==> config.mk <==
export PLATFORM = sky130hd
export DESIGN_NAME = ft245_fifo_bridge
export DESIGN_NICKNAME = d
export VERILOG_FILES = /design/src/rtl/ft245_pkg.sv /design/src/rtl/ft245_sync_fifo.sv /design/src/rtl/ft245_fifo_bridge.sv
export SDC_FILE = /design/constraint.sdc
export NUM_CORES = 1
export LEC_CHECK = 0
export CAP_MARGIN = 20
export CORE_MARGIN = 2
export CORE_UTILIZATION = 67
export CTS_BUF_LIST = sky130_fd_sc_hd__clkbuf_8
export DETAILED_ROUTE_END_ITERATION = 10
export PLACE_DENSITY = 0.86
export SYNTH_ARGS = -nofsm -noshare
export SYNTH_HDL_FRONTEND = slang
export SYNTH_SLANG_ARGS = --single-unit
export TNS_END_PERCENT = 30
==> constraint.sdc <==
create_clock -name clk -period 5.2 [get_ports clk]
set_clock_uncertainty 0.15 [all_clocks]
set_input_delay 0.78 -clock clk [delete_from_list [all_inputs] [get_ports clk]]
set_output_delay 0.78 -clock clk [all_outputs]
set_load 0.02 [all_outputs]
==> src/rtl/ft245_pkg.sv <==
// ft245_pkg
//   Shared definitions for the FT245 FIFO bridge: pin width, default timing
//   constants and the bridge FSM state encoding.
package ft245_pkg;

  localparam int PIN_W           = 8;
  localparam int DEF_DEPTH       = 16;
  localparam int DEF_RD_PULSE    = 4;
  localparam int DEF_WR_PULSE    = 4;
  localparam int DEF_GAP_CYC     = 2;
  localparam int DEF_SYNC_STAGES = 2;

  typedef enum logic [2:0] {
    ST_IDLE,
    ST_RD_STROBE,
    ST_WR_SETUP,
    ST_WR_STROBE,
    ST_WR_HOLD,
    ST_GAP
  } state_t;

  function automatic int max3(input int a, input int b, input int c);
    int m;
    m = (a > b) ? a : b;
    return (m > c) ? m : c;
  endfunction

endpackage

==> src/rtl/ft245_sync_fifo.sv <==
// ft245_sync_fifo
//   First-word-fall-through synchronous FIFO with occupancy output.
//   DEPTH must be a power of 2 so the pointers wrap naturally.
// Ports
//   clk, rst        clock, asynchronous active-low reset
//   push/push_data  write request; ignored while full (full judged before pop)
//   pop/pop_data    read request; pop_data always shows the head entry
//   full, empty     occupancy flags
//   level           occupancy 0..DEPTH
module ft245_sync_fifo
  import ft245_pkg::*;
#(
  parameter int WIDTH = PIN_W,
  parameter int DEPTH = DEF_DEPTH
) (
  input  logic                     clk,
  input  logic                     rst,
  input  logic                     push,
  input  logic [WIDTH-1:0]         push_data,
  input  logic                     pop,
  output logic [WIDTH-1:0]         pop_data,
  output logic                     full,
  output logic                     empty,
  output logic [$clog2(DEPTH):0]   level
);

  localparam int AW = $clog2(DEPTH);
  localparam int LW = AW + 1;

  logic [WIDTH-1:0] mem [DEPTH];
  logic [AW-1:0]    wr_ptr;
  logic [AW-1:0]    rd_ptr;
  logic [LW-1:0]    count;
  logic             do_push;
  logic             do_pop;

  assign full     = (count == LW'(DEPTH));
  assign empty    = (count == '0);
  assign do_push  = push & ~full;
  assign do_pop   = pop & ~empty;
  assign pop_data = mem[rd_ptr];
  assign level    = count;

  always_ff @(posedge clk or negedge rst) begin
    if (!rst) begin
      wr_ptr <= '0;
      rd_ptr <= '0;
      count  <= '0;
    end else begin
      if (do_push) wr_ptr <= wr_ptr + AW'(1);
      if (do_pop)  rd_ptr <= rd_ptr + AW'(1);
      case ({do_push, do_pop})
        2'b10:   count <= count + LW'(1);
        2'b01:   count <= count - LW'(1);
        default: count <= count;
      endcase
    end
  end

  always_ff @(posedge clk) begin
    if (do_push) mem[wr_ptr] <= push_data;
  end

endmodule

==> src/rtl/ft245_fifo_bridge.sv <==
// ft245_fifo_bridge
//   Bridge between FT245-style parallel USB FIFO pins and SoC valid/ready
//   streams. TX and RX bytes are buffered in internal FIFOs; the bridge
//   generates RD/WR/OE pin timing and synchronises TXE#/RXF# itself.
// Ports
//   clk, rst                 clock, asynchronous active-low reset
//   uart_di/do/oe/rd/wr      pad-side data and strobes (active high)
//   uart_txe_n, uart_rxf_n   raw asynchronous device flags
//   tx_data/valid/ready      SoC -> TX FIFO stream
//   rx_data/valid/ready      RX FIFO -> SoC stream (first-word fall-through)
//   tx_level, rx_level       FIFO occupancies
//   loopback                 present only when FT245_LOOPBACK_EN is defined
// Optional feature: FT245_LOOPBACK_EN adds the loopback port; while set the
//   FSM idles and TX bytes move straight into RX at one byte per cycle.
//
// state        | meaning
// ST_IDLE      | arbitrate between read and write, or loop back
// ST_RD_STROBE | uart_rd high for RD_PULSE cycles, sample on last
// ST_WR_SETUP  | oe and data driven one cycle before wr
// ST_WR_STROBE | uart_wr high for WR_PULSE cycles
// ST_WR_HOLD   | wr low, oe/data held, TX FIFO pops
// ST_GAP       | strobes low until synced flags reflect the transfer
module ft245_fifo_bridge
  import ft245_pkg::*;
#(
  parameter int TX_DEPTH    = DEF_DEPTH,
  parameter int RX_DEPTH    = DEF_DEPTH,
  parameter int RD_PULSE    = DEF_RD_PULSE,
  parameter int WR_PULSE    = DEF_WR_PULSE,
  parameter int GAP_CYC     = DEF_GAP_CYC,
  parameter int SYNC_STAGES = DEF_SYNC_STAGES
) (
  input  logic                        clk,
  input  logic                        rst,
  input  logic [PIN_W-1:0]            uart_di,
  output logic [PIN_W-1:0]            uart_do,
  output logic                        uart_oe,
  output logic                        uart_rd,
  output logic                        uart_wr,
  input  logic                        uart_txe_n,
  input  logic                        uart_rxf_n,
  input  logic [PIN_W-1:0]            tx_data,
  input  logic                        tx_valid,
  output logic                        tx_ready,
  output logic [PIN_W-1:0]            rx_data,
  output logic                        rx_valid,
  input  logic                        rx_ready,
  output logic [$clog2(TX_DEPTH):0]   tx_level,
  output logic [$clog2(RX_DEPTH):0]   rx_level
`ifdef FT245_LOOPBACK_EN
  ,
  input  logic                        loopback
`endif
);

  localparam int CNT_MAX = max3(RD_PULSE - 1, WR_PULSE - 1, GAP_CYC + SYNC_STAGES - 1);
  localparam int CNT_W   = $clog2(CNT_MAX + 2);

  state_t               state, state_n;
  logic [CNT_W-1:0]     cnt, cnt_n;
  logic                 last_rd, last_rd_n;
  logic                 run_q;
  logic [SYNC_STAGES-1:0] txe_sync, rxf_sync;
  logic                 txe_n_s, rxf_n_s;
  logic                 tx_full, tx_empty, rx_full, rx_empty;
  logic [PIN_W-1:0]     tx_head, rx_push_data;
  logic                 tx_pop, rx_push, tx_pop_fsm, rx_push_fsm;
  logic                 rd_ok, wr_ok, lb_hold, lb_move;

`ifdef FT245_LOOPBACK_EN
  assign lb_hold = loopback;
`else
  assign lb_hold = 1'b0;
`endif

  // Flags reset to the inactive level so nothing is granted until the
  // chain has been filled from the pins.
  always_ff @(posedge clk or negedge rst) begin
    if (!rst) begin
      txe_sync <= '1;
      rxf_sync <= '1;
      run_q    <= 1'b0;
    end else begin
      txe_sync <= {txe_sync[SYNC_STAGES-2:0], uart_txe_n};
      rxf_sync <= {rxf_sync[SYNC_STAGES-2:0], uart_rxf_n};
      run_q    <= 1'b1;
    end
  end

  assign txe_n_s = txe_sync[SYNC_STAGES-1];
  assign rxf_n_s = rxf_sync[SYNC_STAGES-1];

  assign rd_ok   = ~rxf_n_s & ~rx_full;
  assign wr_ok   = ~txe_n_s & ~tx_empty;
  assign lb_move = lb_hold & (state == ST_IDLE) & ~tx_empty & ~rx_full;

  always_ff @(posedge clk or negedge rst) begin
    if (!rst) begin
      state   <= ST_IDLE;
      cnt     <= '0;
      last_rd <= 1'b0;   // pretend the last grant was a write so RD goes first
    end else begin
      state   <= state_n;
      cnt     <= cnt_n;
      last_rd <= last_rd_n;
    end
  end

  always_comb begin
    state_n     = state;
    cnt_n       = cnt;
    last_rd_n   = last_rd;
    tx_pop_fsm  = 1'b0;
    rx_push_fsm = 1'b0;
    case (state)
      ST_IDLE: begin
        if (!lb_hold) begin
          if (rd_ok && (!wr_ok || !last_rd)) begin
            state_n   = ST_RD_STROBE;
            cnt_n     = CNT_W'(RD_PULSE - 1);
            last_rd_n = 1'b1;
          end else if (wr_ok) begin
            state_n   = ST_WR_SETUP;
            last_rd_n = 1'b0;
          end
        end
      end
      ST_RD_STROBE: begin
        if (cnt == '0) begin
          rx_push_fsm = 1'b1;
          state_n     = ST_GAP;
          cnt_n       = CNT_W'(GAP_CYC + SYNC_STAGES - 1);
        end else begin
          cnt_n = cnt - CNT_W'(1);
        end
      end
      ST_WR_SETUP: begin
        state_n = ST_WR_STROBE;
        cnt_n   = CNT_W'(WR_PULSE - 1);
      end
      ST_WR_STROBE: begin
        if (cnt == '0) state_n = ST_WR_HOLD;
        else           cnt_n   = cnt - CNT_W'(1);
      end
      ST_WR_HOLD: begin
        tx_pop_fsm = 1'b1;
        state_n    = ST_GAP;
        cnt_n      = CNT_W'(GAP_CYC + SYNC_STAGES - 1);
      end
      ST_GAP: begin
        if (cnt == '0) state_n = ST_IDLE;
        else           cnt_n   = cnt - CNT_W'(1);
      end
      default: state_n = ST_IDLE;
    endcase
  end

  // Pin outputs decode straight from the state register, so an async reset
  // drops every strobe in the same cycle.
  assign uart_rd = (state == ST_RD_STROBE);
  assign uart_wr = (state == ST_WR_STROBE);
  assign uart_oe = (state == ST_WR_SETUP) | (state == ST_WR_STROBE) | (state == ST_WR_HOLD);
  assign uart_do = uart_oe ? tx_head : '0;

  assign tx_pop       = tx_pop_fsm | lb_move;
  assign rx_push      = rx_push_fsm | lb_move;
  assign rx_push_data = lb_move ? tx_head : uart_di;
  assign tx_ready     = ~tx_full & run_q;
  assign rx_valid     = ~rx_empty;

  ft245_sync_fifo #(.WIDTH(PIN_W), .DEPTH(TX_DEPTH)) u_tx_fifo (
    .clk       (clk),
    .rst       (rst),
    .push      (tx_valid & run_q),
    .push_data (tx_data),
    .pop       (tx_pop),
    .pop_data  (tx_head),
    .full      (tx_full),
    .empty     (tx_empty),
    .level     (tx_level)
  );

  ft245_sync_fifo #(.WIDTH(PIN_W), .DEPTH(RX_DEPTH)) u_rx_fifo (
    .clk       (clk),
    .rst       (rst),
    .push      (rx_push),
    .push_data (rx_push_data),
    .pop       (rx_ready),
    .pop_data  (rx_data),
    .full      (rx_full),
    .empty     (rx_empty),
    .level     (rx_level)
  );

endmodule

* After elaboration in Yosys (flattened, before gate mapping)
Memory sizes are Yosys's and may differ from the RTL's. Cells that the tools add are included.
Storage, ports and cells: word-level logic and storage cells 95, bits in writable memories 256, register bits 38, output and inout port bits 31, input port bits 22, memories kept 2
Cells by class: bitwise operators 16, reductions and logical operators 17, mux-type cells 22, eq/ne operators 17, $add $sub $neg 9
Memories:
- u_rx_fifo.mem | depth 16, width 8, read ports 1, clocked after memory_dff 0, wr ports 1, RTL line ft245_sync_fifo.sv:30 | logic [WIDTH-1:0] mem [DEPTH];
- u_tx_fifo.mem | depth 16, width 8, read ports 1, clocked after memory_dff 0, wr ports 1, RTL line ft245_sync_fifo.sv:30
Operator list (count):
- 3-bit two-way mux | 8
- 5-bit one-hot mux with 2 select lines | 2
- 3-bit one-hot mux with 6 select lines | 1
- 4-bit by 1-bit adder with 4-bit output, second input constant | 4
- 3-bit one-hot mux with 4 select lines | 1
- 5-bit by 1-bit adder with 5-bit output, second input constant | 2
- 5-bit equality test, second input constant | 2
- 5-bit zero test | 2
- 5-bit by 1-bit subtractor with 5-bit output, second input constant | 2
- 1-bit two-way mux | 9
- 1-bit bitwise AND | 8
- 8-bit two-way mux | 1
- 3-bit by 2-bit equality test with 1-bit output, second input constant | 2
- 3-bit equality test, second input constant | 2
- 3-bit zero test | 2
- 2-bit by 1-bit != test with 1-bit output, second input constant | 3
- 1-bit inverter | 6
- 2-bit nonzero test | 3
- 2-bit by 1-bit equality test with 1-bit output, second input constant | 2
- 2-bit equality test, second input constant | 2
- 2-bit != test, second input constant | 2
- 4-bit AND reduction | 1
- 4-bit nonzero test | 1
- 2-bit OR reduction | 2
- 9 further kinds | 11

* Longest topological paths before layout
word-level depth 8, mapped depth 13, gate-level depth less buffers 12

* Modules after synthesis
Synthesis repeated with hierarchy kept, for this count alone.
Second synthesis, totals: cells, all modules 732, area total of the unflattened synthesis 12214.2 sq um
By module, submodules not included:
- ft245_sync_fifo | area each 5779.3 sq um, sequential area each 4169.0 sq um, cells each 332, instances 2
- ft245_fifo_bridge | area each 655.6 sq um, sequential area each 305.3 sq um, cells each 68, instances 1

* Worst setup path after synthesis
No wires, ideal clock.
path kind register -> register, start point reg u_tx_fifo.count[1] (netlist: u_tx_fifo.level[1]), end point reg u_tx_fifo.count[4] (netlist: u_tx_fifo.level[4]), stages on the path, launching flop included 13, data required time 4927 ps, path slack 2216 ps, library setup time 123 ps, arrival 2711 ps, path buffers 2, period minus slack after synthesis 2984 ps, path through dfrtp_1 > buf_6 > or4_4 > o211a_1 > inv_1 > ha_1 > clkbuf_1 > xor2_1 > ha_1 > and3b_1 > o21ai_0 > a21oi_1 > xnor2_1
Between the ends: longest elaborated chain between the ends 5, elaborated cells between the ends (all ways) 12, those cells by class add/sub (2); eq/ne (3); mux (1); bitwise (4); reduce/logical (2)
Ends and longest elaborated chain:
- from (decl) | RTL line ft245_sync_fifo.sv:33 | logic [LW-1:0] count;
- from (signal assigned) | RTL line ft245_sync_fifo.sv:53 | 2'b10: count <= count + LW'(1);
- from (signal assigned) | RTL line ft245_sync_fifo.sv:54 | 2'b01: count <= count - LW'(1);
- from (signal assigned) | RTL line ft245_sync_fifo.sv:55 | default: count <= count;
- 5-bit equality test / 5-bit zero test (equally long branches) | RTL line ft245_sync_fifo.sv:37, ft245_sync_fifo.sv:38
- 1-bit inverter, on equally long branches | RTL line ft245_sync_fifo.sv:39, ft245_sync_fifo.sv:40
- 1-bit bitwise AND, on equally long branches | RTL line ft245_sync_fifo.sv:39, ft245_sync_fifo.sv:40
- 2-bit by 1-bit equality test with 1-bit output / 2-bit equality test (equally long branches) | RTL line ft245_sync_fifo.sv:52 | case ({do_push, do_pop})
- 5-bit one-hot mux with 2 select lines / 2-bit nonzero test (equally long branches)
Several ways; a longest one is shown, not always the timed one. A chain may end at the register's enable or synchronous reset.

* Worst setup path in the final report
start point reg u_rx_fifo.rd_ptr[0], end point out rx_data[1]
Between the ends: longest elaborated chain between the ends 1
Ends and longest elaborated chain:
- from (decl) | RTL line ft245_sync_fifo.sv:32 | logic [AW-1:0] rd_ptr;
- from (signal assigned) | RTL line ft245_sync_fifo.sv:51 | if (do_pop) rd_ptr <= rd_ptr + AW'(1);
- memory read 16 x 8 bit
- to (decl) | RTL line ft245_fifo_bridge.sv:45 | output logic [PIN_W-1:0] rx_data,
No other way between the ends.

==> reports/results.ini <==
[placement]
place_ws_ps = 1421
portBuffers = 52
place_area_sq_um = 12630
gp_congestion = 0.7966
dp_hpwl_mm = 14.37

[synthesis]
seq_area_frac_synth_pct = 72.62
syn-cell-area_sq_um = 11900
synth_cells = 605
synth_seq_cells = 294
netlist_top_cells_area = edfxtp_1, mux4_2, dfrtp_1, ha_1, mux2i_1
synthArstFlopShare_pct = 12.93
synth_fp_nets = 645
ys.flop_type = edfxtp_1
yosysTopAreaCellShare_pct = 64.59
synth_cell_type_count = 50
synth_area_per_cell_sq_um = 19.67
synth_area_leader_cell = edfxtp_1
synth_edf_count = 256
yosysWarnings = 0

[clock_network]
clockRootBuffer = clkbuf_8
cts_tree = yes
h-tree-depth = 2
postCtsSetupBuffers = 0
clk_path_buf_depth = 3
clk_latency_ps = 550
clk_pin_slew_worst_paths_ps = 60
cts-resized-gates = 0
ctsHoldBuffers = 0
cts_buffers = 45
clkSinkCount = 294

[finish]
layout.nets = 721
syn_to_final_growth_pct = 13.48
fillers = 823
regArea_sq_um = 8646
multiInputGateArea_sq_um = 3097
num_antenna_cells = 0
drive_gt1_share_pct = 22.04
final_area_sq_um = 13510

[drt]
vias = 5988
drtIter0Drc = 580
antenna_left = 0
drc = 0
first_pass_iters = 4
routedWlPerCell_um = 24.60
wirelength_mm = 23.17
vias_per_cell = 6.357

[setup_path]
r2r_end = u_tx_fifo.level[2]$_DFFE_PN0P_
critical_path.max_fanout = 24
cp-end-kind = output pin
rrSetupSlack_ps = 1980
worstPathArrival_ps = 3360
cp-startpoint = u_rx_fifo.rd_ptr[0]$_DFFE_PN0P_
required_ps = 4270
r2r_cells = 9
cp-start-kind = flip-flop
r2r_start = state[2]$_DFFE_PN0P_
crit_type = reg -> out

[power_and_ir_drop]
vdd_drop_max_v = 0.0003456
p_leak_nw = 4.529
power_mw = 6.956
powerDensity_nw_per_um2 = 515.0

[worst_hold_path]
min_path_type = reg -> reg
hp-start = rxf_sync[0]$_DFF_PN1_
min_path_cells = 0
hold_end = rxf_sync[1]$_DFF_PN1_

[sta]
fin_setup_tns_ps = 0
fin_ws_ps = 910.2
finalSetupViolations = 0
timing.hold.ws_ps = 204.7
relSlewSlack_pct = 26.31
fmax_mhz = 233.1
rsz0062_at_grt = false
timing_hold_violations_final = 0
drv_slew = 0
fin_crit_sh_pct = 82.50
period_minus_slack_ps = 4290
worst_pin_slew_ps = 1101

[run]
drv_cap = 0

[global_routing]
grt_pass1_wl_mm = 35.45
grt_util_all_layers_pct = 26.10
grt_antenna_before_repair = 0
grt_pass1_vias = 6233
grt_max_degree = 39
overflow = 0

[die]
num_io_pins = 53
fp.dieW_um = 137.3
rows = 48
start_util_pct = 68.58
die_y_um = 137.3
die_area_sq_um = 18850
coreArea_sq_um = 17360

[run_status]
status = complete, no violations

## worst max-delay path: stages, from the launching register on
cell,delay (ps)
dfrtp_2,860
buf_4,380
mux4_2,530
mux4_2,480
clkdlybuf4s50_1,550
## synthesized netlist by cell type, types with 4 or more instances
master and number:
nand2_1 17, xor2_1 11, mux2i_1 17, edfxtp_1 256, dfrtp_1 34, mux4_2 72, and2_1 16, buf_1 5
nor2_1 17, mux2_2 4, o22ai_1 8, inv_1 13, nor3_1 7, dfstp_2 4, buf_2 14, nand4_1 4
ha_1 18, clkbuf_1 9, nand2b_1 6, a21oi_1 11, xnor2_1 14, o21ai_0 10
## stage by stage
step,cells,utilization (%)
after CTS,941,77.75
after global routing,942,77.82
after floorplan,605,-
after global placement,858,72.74
after detailed placement,858,72.74
final,942,77.82
## flip-flops by register name, summed over array words and instances, names as in the netlist, 4 cells and up
register          count
u_rx_fifo.mem       128
u_tx_fifo.mem       128
u_rx_fifo.level       5
u_tx_fifo.level       5
u_rx_fifo.rd_ptr      4
u_rx_fifo.wr_ptr      4
u_tx_fifo.rd_ptr      4
u_tx_fifo.wr_ptr      4
## how the worst max path moves through the flow
stage                                     endpoint  slack [ps]  cells after the start
CTS                                     rx_data[1]         840                      4
detailed placement                      rx_data[7]        1420                      4
global placement                        rx_data[7]        1440                      4
global route                            rx_data[7]         690                      4
finish                                  rx_data[1]         910                      4
floorplan           u_tx_fifo.level[4]$_DFFE_PN0P_        2220                     12
## layer usage
metal / global-route usage, % / share of wire, % / vias up / wire length (um)
met5: 0 / 0 / - / 0
met4: 8.706 / 1.9 / 0 / 449
met3: 5.776 / 6.6 / 37 / 1537
met2: 40.74 / 50 / 244 / 11510
met1: 37.53 / 42 / 3126 / 9670
li1: - / - / 2581 / -
## kinds of logic after synthesis
family          after synthesis  share of synthesized area, %
compound gates               45                         2.660
xor+xnor                     25                         1.840
fa+ha+maj                    18                         1.892
buf+inv                      42                         1.535
flops                       294                         72.62
mux                          93                         15.43
other cells                   1                       0.03151
simple gates                 87                         3.994
## layout make-up
| class | instances | share of cell area, % |
|---|---|---|
| clock buffer | 52 | 5.299 |
| clock inverter | 31 | 1.139 |
| inverter | 13 | 0.3613 |
| multi-input combinational | 269 | 22.93 |
| sequential | 294 | 64.01 |
| tap | 225 | 2.084 |
| timing repair buffer | 58 | 4.178 |
## power breakdown
part	leakage (nW)	switching, mW	total, mW	internal (mW)
registers	2.75	0.394	3.16	2.77
logic	1.28	0.901	1.98	1.08
clock network	0.492	0.852	1.81	0.962
## layout by cell type (no fill, tap or decap), types with 16 or more instances in the layout
| cell | Yosys | layout |
|---|---|---|
| edfxtp_1 | 256 | 256 |
| ha_1 | 18 | 18 |
| inv_1 | 13 | 27 |
| clkdlybuf4s50_1 | 0 | 51 |
| dfrtp_1 | 34 | 32 |
| clkbuf_8 | 0 | 52 |
| nand2_1 | 17 | 17 |
| mux4_2 | 72 | 72 |
| and2_1 | 16 | 16 |
| nor2_1 | 17 | 17 |
| mux2i_1 | 17 | 17 |
(Power assumes the default switching activity.)
